## src/rtl/dmem_arbiter.sv

```systemverilog
// Arbitrates one single-port data memory between the CPU MEM stage and a DMA/loader port.
// Optional build macro DMEM_ARB_ALIGN_CHK_EN suppresses misaligned accesses and flags a sticky err_o.
module dmem_arbiter #(
    parameter int ADDR_W        = 7,
    parameter int DATA_W        = 32,
    parameter int MAX_CPU_BURST = 4
) (
    input  logic              clk_i,
    input  logic              rst_i,
    input  logic              cpu_req_i,
    input  logic              cpu_we_i,
    input  logic [31:0]       cpu_addr_i,
    input  logic [DATA_W-1:0] cpu_wdata_i,
    output logic [DATA_W-1:0] cpu_rdata_o,
    output logic              cpu_stall_o,
    input  logic              dma_req_i,
    input  logic              dma_we_i,
    input  logic [ADDR_W-1:0] dma_addr_i,
    input  logic [DATA_W-1:0] dma_wdata_i,
    output logic              dma_gnt_o,
    output logic [DATA_W-1:0] dma_rdata_o,
    output logic              dma_rvalid_o,
    output logic              mem_re_o,
    output logic              mem_we_o,
    output logic [ADDR_W-1:0] mem_addr_o,
    output logic [DATA_W-1:0] mem_wdata_o,
    input  logic [DATA_W-1:0] mem_rdata_i,
    output logic              err_o
);

    typedef enum logic {S_CPU, S_FORCE} state_t;

    localparam logic [3:0] BURST = 4'(MAX_CPU_BURST);

    state_t            state, state_nxt;
    logic [3:0]        starve_cnt, starve_cnt_nxt, cnt_inc;
    logic              cpu_gnt, dma_gnt, any_gnt, acc_ok;
    logic [ADDR_W-1:0] sel_addr;
    logic              sel_we;
    logic [DATA_W-1:0] sel_wdata;
    logic              vld_p1;
    logic [DATA_W-1:0] dma_rdata_p1;
    logic              unused_addr_hi;

    assign unused_addr_hi = ^cpu_addr_i[31:ADDR_W];
    assign cnt_inc        = starve_cnt + 4'd1;

    always_comb begin
        state_nxt      = state;
        starve_cnt_nxt = starve_cnt;
        cpu_gnt        = 1'b0;
        dma_gnt        = 1'b0;
        case (state)
            S_CPU: begin
                if (cpu_req_i) begin
                    cpu_gnt = 1'b1;
                    // Only contended CPU grants count toward starvation; an uncontended one breaks the streak
                    if (dma_req_i) begin
                        starve_cnt_nxt = cnt_inc;
                        if (cnt_inc == BURST) state_nxt = S_FORCE;
                    end else begin
                        starve_cnt_nxt = 4'd0;
                    end
                end else if (dma_req_i) begin
                    dma_gnt        = 1'b1;
                    starve_cnt_nxt = 4'd0;
                end
            end
            S_FORCE: begin
                starve_cnt_nxt = 4'd0;
                state_nxt      = S_CPU;
                if (dma_req_i) dma_gnt = 1'b1;
                else           cpu_gnt = cpu_req_i;
            end
            default: begin
                state_nxt      = S_CPU;
                starve_cnt_nxt = 4'd0;
            end
        endcase
    end

    assign any_gnt   = cpu_gnt | dma_gnt;
    assign sel_addr  = dma_gnt ? dma_addr_i  : cpu_addr_i[ADDR_W-1:0];
    assign sel_we    = dma_gnt ? dma_we_i    : cpu_we_i;
    assign sel_wdata = dma_gnt ? dma_wdata_i : cpu_wdata_i;

`ifdef DMEM_ARB_ALIGN_CHK_EN
    assign acc_ok = (sel_addr[1:0] == 2'b00);
`else
    assign acc_ok = 1'b1;
`endif

    assign mem_re_o    = any_gnt & ~sel_we & acc_ok;
    assign mem_we_o    = any_gnt &  sel_we & acc_ok;
    assign mem_addr_o  = any_gnt ? sel_addr  : '0;
    assign mem_wdata_o = any_gnt ? sel_wdata : '0;
    assign cpu_rdata_o = mem_rdata_i;
    assign cpu_stall_o = cpu_req_i & dma_gnt;
    assign dma_gnt_o   = dma_gnt;

    always_ff @(posedge clk_i or posedge rst_i) begin
        if (rst_i) begin
            state      <= S_CPU;
            starve_cnt <= 4'd0;
        end else begin
            state      <= state_nxt;
            starve_cnt <= starve_cnt_nxt;
        end
    end

    // stage p1: DMA read data captured on the edge after its grant
    always_ff @(posedge clk_i or posedge rst_i) begin
        if (rst_i) begin
            vld_p1       <= 1'b0;
            dma_rdata_p1 <= '0;
        end else begin
            vld_p1 <= dma_gnt & ~dma_we_i & acc_ok;
            if (dma_gnt & ~dma_we_i & acc_ok) dma_rdata_p1 <= mem_rdata_i;
        end
    end

    assign dma_rvalid_o = vld_p1;
    assign dma_rdata_o  = dma_rdata_p1;

`ifdef DMEM_ARB_ALIGN_CHK_EN
    logic err_q;

    always_ff @(posedge clk_i or posedge rst_i) begin
        if (rst_i)                  err_q <= 1'b0;
        else if (any_gnt & ~acc_ok) err_q <= 1'b1;
    end

    assign err_o = err_q;
`else
    assign err_o = 1'b0;
`endif

endmodule

```

## config.mk

```make
export PLATFORM = sky130hd
export DESIGN_NAME = dmem_arbiter
export DESIGN_NICKNAME = d
export VERILOG_FILES = /design/src/rtl/dmem_arbiter.sv
export SDC_FILE = /design/constraint.sdc
export NUM_CORES = 1
export LEC_CHECK = 0
export CAP_MARGIN = 20
export CORE_AREA = 2 2 97 99
export CTS_CLUSTER_DIAMETER = 40
export DETAILED_ROUTE_END_ITERATION = 12
export DIE_AREA = 0 0 99 101
export MAX_ROUTING_LAYER = met4
export PLACE_DENSITY = 0.82
export RECOVER_POWER = 50
export SKIP_LAST_GASP = 1
export SLEW_MARGIN = 10
export SYNTH_ARGS = -nofsm -noshare
export SYNTH_HDL_FRONTEND = slang
export SYNTH_SLANG_ARGS = --single-unit
```

## constraint.sdc

```tcl
create_clock -name clk_i -period 2.9 [get_ports clk_i]
set_clock_uncertainty 0.2 [all_clocks]
set_input_delay 0.87 -clock clk_i [delete_from_list [all_inputs] [get_ports clk_i]]
set_output_delay 0.87 -clock clk_i [all_outputs]
set_load 0.03 [all_outputs]
```

==> results.py, run 1 <==
metrics = {
    "die": {
        "num_rows": 35,
        "die_width_um": 99,
        "die_height_um": 101,
        "die-area_mm2": 0.0100,
        "initial_core_util": 0.273,
        "io_pins": 250,
        "coreArea_mm2": 0.00898,
    },
    "setup_path": {
        "critPathRequiredTime_ns": 1.83,
        "crit_type": "primary input to output port",
        "path_buf_inv": 2,
        "max_stage_delay_ns": 0.49,
        "reg2reg_depth": 8,
        "timing.rr.start": "state",
        "cp_data_arrival_time_ns": 1.83,
        "r2r_slack_ns": 0.56,
        "regToRegEndpoint": "dma_rdata_o[20]",
        "crit_path_cell_trace": "clkdlybuf4s50_1 -> nand3_1 -> a21oi_4 -> buf_12",
        "worstPathMaxFanout": 1,
        "worst-path-stages": 4,
        "cp_slowest_cell": "clkdlybuf4s50_1",
        "endpoint_kind": "output port",
        "cp_top_family": "buffers and inverters",
        "start_kind": "primary input",
    },
    "outcome": {
        "violations": "negative setup slack",
        "status": "finished, violations left",
    },
    "cells_and_area": {
        "fin_util": 0.585,
        "num_antenna_cells": 0,
        "layout-drive-gt1-share": 0.425,
        "final_nets": 623,
        "syn_to_final_growth_pct": 115,
        "nFillCells": 732,
    },
    "routing": {
        "ant_nets": 0,
        "vias_per_cell": 4.84,
        "num_vias": 2873,
        "dr.first_iter.drc_count": 98,
        "drc_errors": 0,
        "wl_per_cell_um": 16.4,
        "wl_um": 9730,
        "detail_route.first_pass.iterations": 4,
    },
    "yosys": {
        "ys_ff_latch": 38,
        "syn-instance-count": 275,
        "yosysWarnings": 0,
        "yosysSeqAreaShare": 0.388,
        "yosysTopAreaCell": "dfrtp_1",
        "synthesis.nets": 417,
        "netlist_area_mm2": 0.00245,
        "ys_types": 29,
        "avgSynthCellArea_um2": 8.90,
        "yosysTopAreaCellShare": 0.388,
        "synth.area.top_cells": "dfrtp_1, buf_4, a21oi_1",
    },
    "grt": {
        "grt_max_degree": 39,
        "grt_pass1_wl_um": 14000,
        "grt_antenna_before_repair": 0,
        "track_usage": 0.181,
        "gr-total-overflow": 0,
        "grt_pass1_vias": 2807,
    },
    "clocking": {
        "cts_tree": "yes",
        "cts_hold_buf": 0,
        "h-tree-depth": 2,
        "clk_pin_slew_ns": 0.08,
        "numCtsBuffers": 5,
        "clock_path_buffers": 2,
        "worstSkewPairLatency_ns": 0.28,
        "cts.sinks": 38,
        "clockRootBuffer": "clkbuf_8",
    },
    "sta": {
        "relSlewSlack": 0.368,
        "hold_violations": 0,
        "fmax_mhz": 344,
        "fin_crit_sh": 1.00,
        "setup_slack_ns": -0.00322,
        "rsz0062_at_grt": "true",
        "drv_slew": 0,
        "tightestPinTransition_ns": 0.948,
        "setup_viol": 1,
        "post-route-min-period_ns": 2.90,
    },
    "flow_run": {
        "maxCapViolCount": 0,
    },
    "power": {
        "p_total_w": 0.00237,
        "p_per_area_mw_per_mm2": 450,
        "power_leakage_nw": 2.16,
        "ir_drop_mv": 0.437,
    },
    "min_path": {
        "worstHoldStart": "dma_rdata_o[3]",
        "hold_class": "flip-flop to flip-flop",
        "holdPathEnd": "dma_rdata_o[3]",
        "hold_path_depth": 1,
    },
    "placed_design": {
        "io_buffers": 223,
        "hpwlAfterDp_um": 7110,
        "pre_cts_slack_ns": -0.460,
        "gp_congestion": 0.768,
    },
}
## cells in the final DEF (no fill, tap or decap), types with 2 or more instances in the layout
| cell type | n |
|---|---|
| a21oi_1 | 3 |
| clkbuf_8 | 5 |
| buf_6 | 16 |
| buf_12 | 15 |
| dlymetal6s2s_1 | 2 |
| nand3_1 | 41 |
| buf_4 | 76 |
| nor3_4 | 2 |
| a21oi_4 | 6 |
| o21ai_2 | 20 |
| nand2_1 | 4 |
| mux2_2 | 18 |
| bufinv_16 | 2 |
| clkdlybuf4s50_1 | 143 |
| o21ai_1 | 19 |
| dfrtp_1 | 38 |
| mux2_1 | 14 |
| a21oi_2 | 34 |
## worst reg2reg max path: cells and delay by family, from the launching register on
family	cells	cell delay, ns
buffers and inverters	5	0.80
flip-flops	1	0.54
multiplexers	1	0.40
AND/OR/NAND/NOR	2	0.30
## cells in the mapped netlist
cell      number
dfrtp_1       38
nor3_4         1
nand4b_1       1
a21oi_1       43
clkbuf_1      19
inv_1          1
o21ai_0       40
nand3_1       41
nor2b_4        1
inv_2          1
nand2_1        4
conb_1         1
and3_1         1
or3_1          1
buf_1          1
buf_6          3
nor2_1         2
a31oi_1        1
and3b_1        1
mux2_1        14
or2_2          1
mux2_2        18
buf_2          2
nor3_1         2
nand4_1        1
o22a_1         1
ha_1           1
buf_4         33
nand2b_1       1
## kinds of logic (layout without fill, tap and decap cells)
kind of cell | count (synthesis) | after routing | share of synthesized area
multiplexers | 32 | 32 | 0.147
adder cells (fa/ha/maj) | 1 | 1 | 0.00511
flip-flops | 38 | 38 | 0.388
buffers and inverters | 60 | 267 | 0.153
AND/OR/NAND/NOR | 58 | 58 | 0.129
other | 1 | 1 | 0.00153
AO/OA/AOI/OAI | 85 | 85 | 0.176
## state kept, by name, indices dropped and copies added, names as in the netlist
signal	count
dma_rvalid_o	1
starve_cnt	4
dma_rdata_o	32
state	1
## report_power, final
group | switching, W | total [W] | internal (W)
Clock | 0.000195 | 0.000540 | 0.000345
Sequential | 0.0000452 | 0.000663 | 0.000618
Combinational | 0.000604 | 0.00116 | 0.000560
## area by class of cell
cell class / instances / area [um^2] / share of cell area
Inverter: 2 / 7.51 / 0.00143
Clock inverter: 3 / 68.8 / 0.0131
Sequential cell: 38 / 951 / 0.181
Tap cell: 111 / 139 / 0.0264
Multi-Input combinational cell: 177 / 1430 / 0.272
Timing Repair Buffer: 257 / 2590 / 0.493
Clock buffer: 5 / 68.8 / 0.0131
## metrics by stage
step / hold WS [ns] / area, um^2 / std cells / TNS, ns
6_report: 0.289 / 5250 / 593 / -0.00322
5_1_grt: 0.305 / 5250 / 593 / -0.0982
4_1_cts: 0.293 / 5080 / 585 / -0.197
3_5_place_dp: 0.276 / 4800 / 573 / -18.87
3_3_place_gp: 0.267 / 4800 / 573 / -18.59
2_1_floorplan: 0.247 / 2680 / 275 / -0.0146
## what timing repair did
action | CTS | global route
gates cloned | 1 | 1
setup endpoints to repair | 43 | 37
setup buffers | 6 | 7
pin swaps | 11 | 6
gates resized for setup | 69 | 28
## worst max path at each step
stage,end,startpoint,slack [ns]
floorplan,mem_re_o,cpu_req_i,-0.008
global placement,mem_re_o,cpu_req_i,-0.44
detailed placement,mem_wdata_o[16],cpu_req_i,-0.46
CTS,mem_we_o,dma_we_i,-0.05
global route,mem_wdata_o[5],dma_wdata_i[5],-0.03
finish,mem_wdata_o[5],dma_wdata_i[5],-0.003
## metal layers
metal  wire [um]  vias to the layer above  GRT usage
li1            -                     1359          -
met3         791                        7     0.0368
met5           0                        -          -
met1        3810                     1354      0.216
met2        5060                      153      0.315
met4          74                        0     0.0400
Note: power is estimated with default switching activity, not from simulation.
==> run 2, diff against run 1 <==
--- a/config.mk
+++ b/config.mk
@@ -5,13 +5,14 @@
 export SDC_FILE = /design/constraint.sdc
 export NUM_CORES = 1
 export LEC_CHECK = 0
+export ABC_AREA = 1
 export CAP_MARGIN = 20
-export CORE_AREA = 2 2 97 99
+export CORE_MARGIN = 2
+export CORE_UTILIZATION = 31
 export CTS_CLUSTER_DIAMETER = 40
 export DETAILED_ROUTE_END_ITERATION = 12
-export DIE_AREA = 0 0 99 101
 export MAX_ROUTING_LAYER = met4
-export PLACE_DENSITY = 0.82
+export PLACE_DENSITY = 0.86
 export RECOVER_POWER = 50
 export SKIP_LAST_GASP = 1
 export SLEW_MARGIN = 10
==> run 2 against run 1 <==
  * Critical path depth grew 1
  * Non-clock buffer count grew 2
  * Clock power shrank 17%
  * Worst setup slack better by 0.046 ns
  * Critical endpoint is now mem_wdata_o[12]
  * Worst hold slack worse by 0.015 ns
  * Flip-flop and latch count stayed put
  * Utilization is 0.69 points higher
  * Highest routed layer unchanged
  * Count of clock-buffer cells in the layout is 1 higher
  * The run now ends clean
  * Design area down 3.1%
  * Register-to-register slack got worse by 0.07 ns
  * Total power fell by 5.6%
  * Sequential power up 2%
==> results.py, run 2 <==
metrics = {
    "outcome": {
        "status": "complete, no violations",
    },
    "yosys": {
        "yosysTopAreaCell": "dfrtp_1",
        "ys_ff_latch": 38,
        "ys_dominant_reg_cell": "dfrtp_1",
        "synthesis.nets": 531,
        "avgSynthCellArea_um2": 6.95,
        "yosysWarnings": 0,
        "yosysMostFrequentCell": "nand2_1",
        "yosysSeqAreaShare": 0.352,
        "synth_edf_count": 0,
        "synth.area.top_cells": "dfrtp_1, nand2_1, nor2_1",
        "syn-instance-count": 389,
        "yosysTopAreaCellShare": 0.352,
        "ys_types": 22,
        "ys_async_sr_fraction": 1.00,
        "netlist_area_mm2": 0.00270,
        "ys_top_cells_by_count": "nand2_1, nor2_1, nand3b_1",
    },
    "sta": {
        "drv_slew": 0,
        "setup_viol": 0,
        "post-route-min-period_ns": 2.86,
        "setup_slack_ns": 0.0432,
        "fmax_mhz": 350,
        "relSlewSlack": 0.354,
        "hold_violations": 0,
        "tightestPinTransition_ns": 0.970,
        "fin_crit_sh": 0.985,
    },
    "die": {
        "initial_core_util": 0.315,
        "die_height_um": 97.4,
        "die_width_um": 97.4,
        "coreArea_mm2": 0.00859,
        "die-area_mm2": 0.00948,
        "io_pins": 250,
        "num_rows": 34,
    },
    "setup_path": {
        "endpoint_kind": "output port",
        "crit_path_cell_trace": "clkdlybuf4s50_1 -> nand3b_1 -> nand2_1 -> nor2_2 -> buf_12",
        "r2r_slack_ns": 0.49,
        "start_kind": "primary input",
        "worstPathMaxFanout": 1,
        "cp_slowest_cell": "clkdlybuf4s50_1",
        "path_buf_inv": 2,
        "max_stage_delay_ns": 0.45,
        "critPathRequiredTime_ns": 1.83,
        "cp_data_arrival_time_ns": 1.79,
        "cp_top_family": "buffers and inverters",
        "crit_type": "primary input to output port",
    },
    "power": {
        "ir_drop_mv": 0.329,
        "power_leakage_nw": 2.56,
        "p_per_area_mw_per_mm2": 439,
    },
    "placed_design": {
        "io_buffers": 223,
        "placedCellCount": 695,
        "dpl_cell_area_mm2": 0.00489,
        "hpwlAfterDp_um": 7680,
        "pre_cts_slack_ns": -0.499,
        "gp_congestion": 0.964,
    },
    "routing": {
        "wl_per_cell_um": 14.1,
        "drc_errors": 0,
        "num_vias": 3221,
        "ant_nets": 0,
        "dr.first_iter.drc_count": 120,
        "vias_per_cell": 4.56,
        "wl_um": 9970,
        "detail_route.first_pass.iterations": 4,
    },
    "grt": {
        "grt_pass1_wl_um": 15700,
        "gr-total-overflow": 0,
        "grt_pass1_vias": 3222,
        "track_usage": 0.205,
        "grt_antenna_before_repair": 0,
        "grt_max_degree": 39,
    },
    "cells_and_area": {
        "layout-drive-gt1-share": 0.237,
        "multi_input_area_mm2": 0.00133,
        "nFillCells": 755,
        "largest_reg_flops": 32,
        "final_cells": 707,
        "num_antenna_cells": 0,
        "fin_area_mm2": 0.00509,
        "seq_area_um2": 951,
        "final_nets": 741,
        "syn_to_final_growth_pct": 88.2,
        "layout.cells.most_common_list": "nand2_1, clkdlybuf4s50_1, buf_4, nor2_1, nand3b_1",
        "final_common_cell": "nand2_1",
    },
    "min_path": {
        "hold_class": "flip-flop to flip-flop",
    },
    "clocking": {
        "clk_pin_slew_ns": 0.07,
        "h-tree-depth": 2,
        "worstSkewPairLatency_ns": 0.28,
        "clockRootBuffer": "clkbuf_8",
        "cts.sinks": 38,
        "cts_hold_buf": 0,
        "cts_tree": "yes",
        "numCtsBuffers": 5,
        "clock_path_buffers": 2,
    },
    "flow_run": {
        "maxCapViolCount": 0,
    },
}
## run 2: cells by family (layout without fill, tap and decap cells)
group	Yosys count	after routing	synth area share
simple gates	278	278	0.459
xor+xnor	1	1	0.00324
compound gates	3	3	0.00648
other cells	1	1	0.00139
buf+inv	67	277	0.174
flops	38	38	0.352
fa+ha+maj	1	1	0.00463
## run 2: final timing paths
kind                       depth (start not counted)             from               to
setup / recovery                                   5  dma_wdata_i[12]  mem_wdata_o[12]
hold / removal                                     2   dma_rdata_o[5]   dma_rdata_o[5]
setup reg to reg                                  10            state   dma_rdata_o[4]
hold reg to reg                                    2   dma_rdata_o[5]   dma_rdata_o[5]
max in group asynchronous                          3            rst_i   dma_rdata_o[8]
min in group asynchronous                          3            rst_i   dma_rdata_o[4]
## run 2: worst reg2reg max path, delay by kind of cell, from the launching register on
family | cells | cell delay (ns)
DFF | 1 | 0.36
buffers and inverters | 6 | 1.30
and+or+nand+nor | 4 | 0.44
## run 2: layer usage
metal / track usage / part of all wire / vias up
met2: 0.380 / 0.52 / 154
met5: - / 0 / -
li1: - / - / 1585
met4: 0.0459 / 0.014 / 0
met1: 0.229 / 0.39 / 1472
met3: 0.0374 / 0.080 / 10
## run 2: power by group
group | leakage, nW | switching, W | internal [W]
clock | 0.0573 | 0.000174 | 0.000275
combinational | 2.02 | 0.000596 | 0.000513
sequential | 0.480 | 0.0000592 | 0.000617
## run 2: final cells by class
cell class	count	area share
clock inverter	1	0.00590
inverter	11	0.00910
multi-input combinational	284	0.261
sequential	38	0.187
clock buffer	6	0.0162
timing repair buffer	259	0.494
tap	108	0.0266
## run 2: metrics by stage
step                hold WS [ns]  total power [W]  setup TNS, ns   util
floorplan                  0.319          0.00125              0      -
finish                     0.274          0.00223              0  0.592
CTS                        0.285          0.00226              0  0.588
global placement           0.261          0.00176         -17.54  0.569
detailed placement         0.265          0.00178         -18.16  0.569
global route               0.308          0.00236        -0.0375  0.592
## run 2: repair_timing
action	in CTS	in global routing
setup buffers	2	3
pin swaps	2	6
endpoints found under the setup margin	43	18
resized for setup	27	12
hold endpoints to repair	0	0
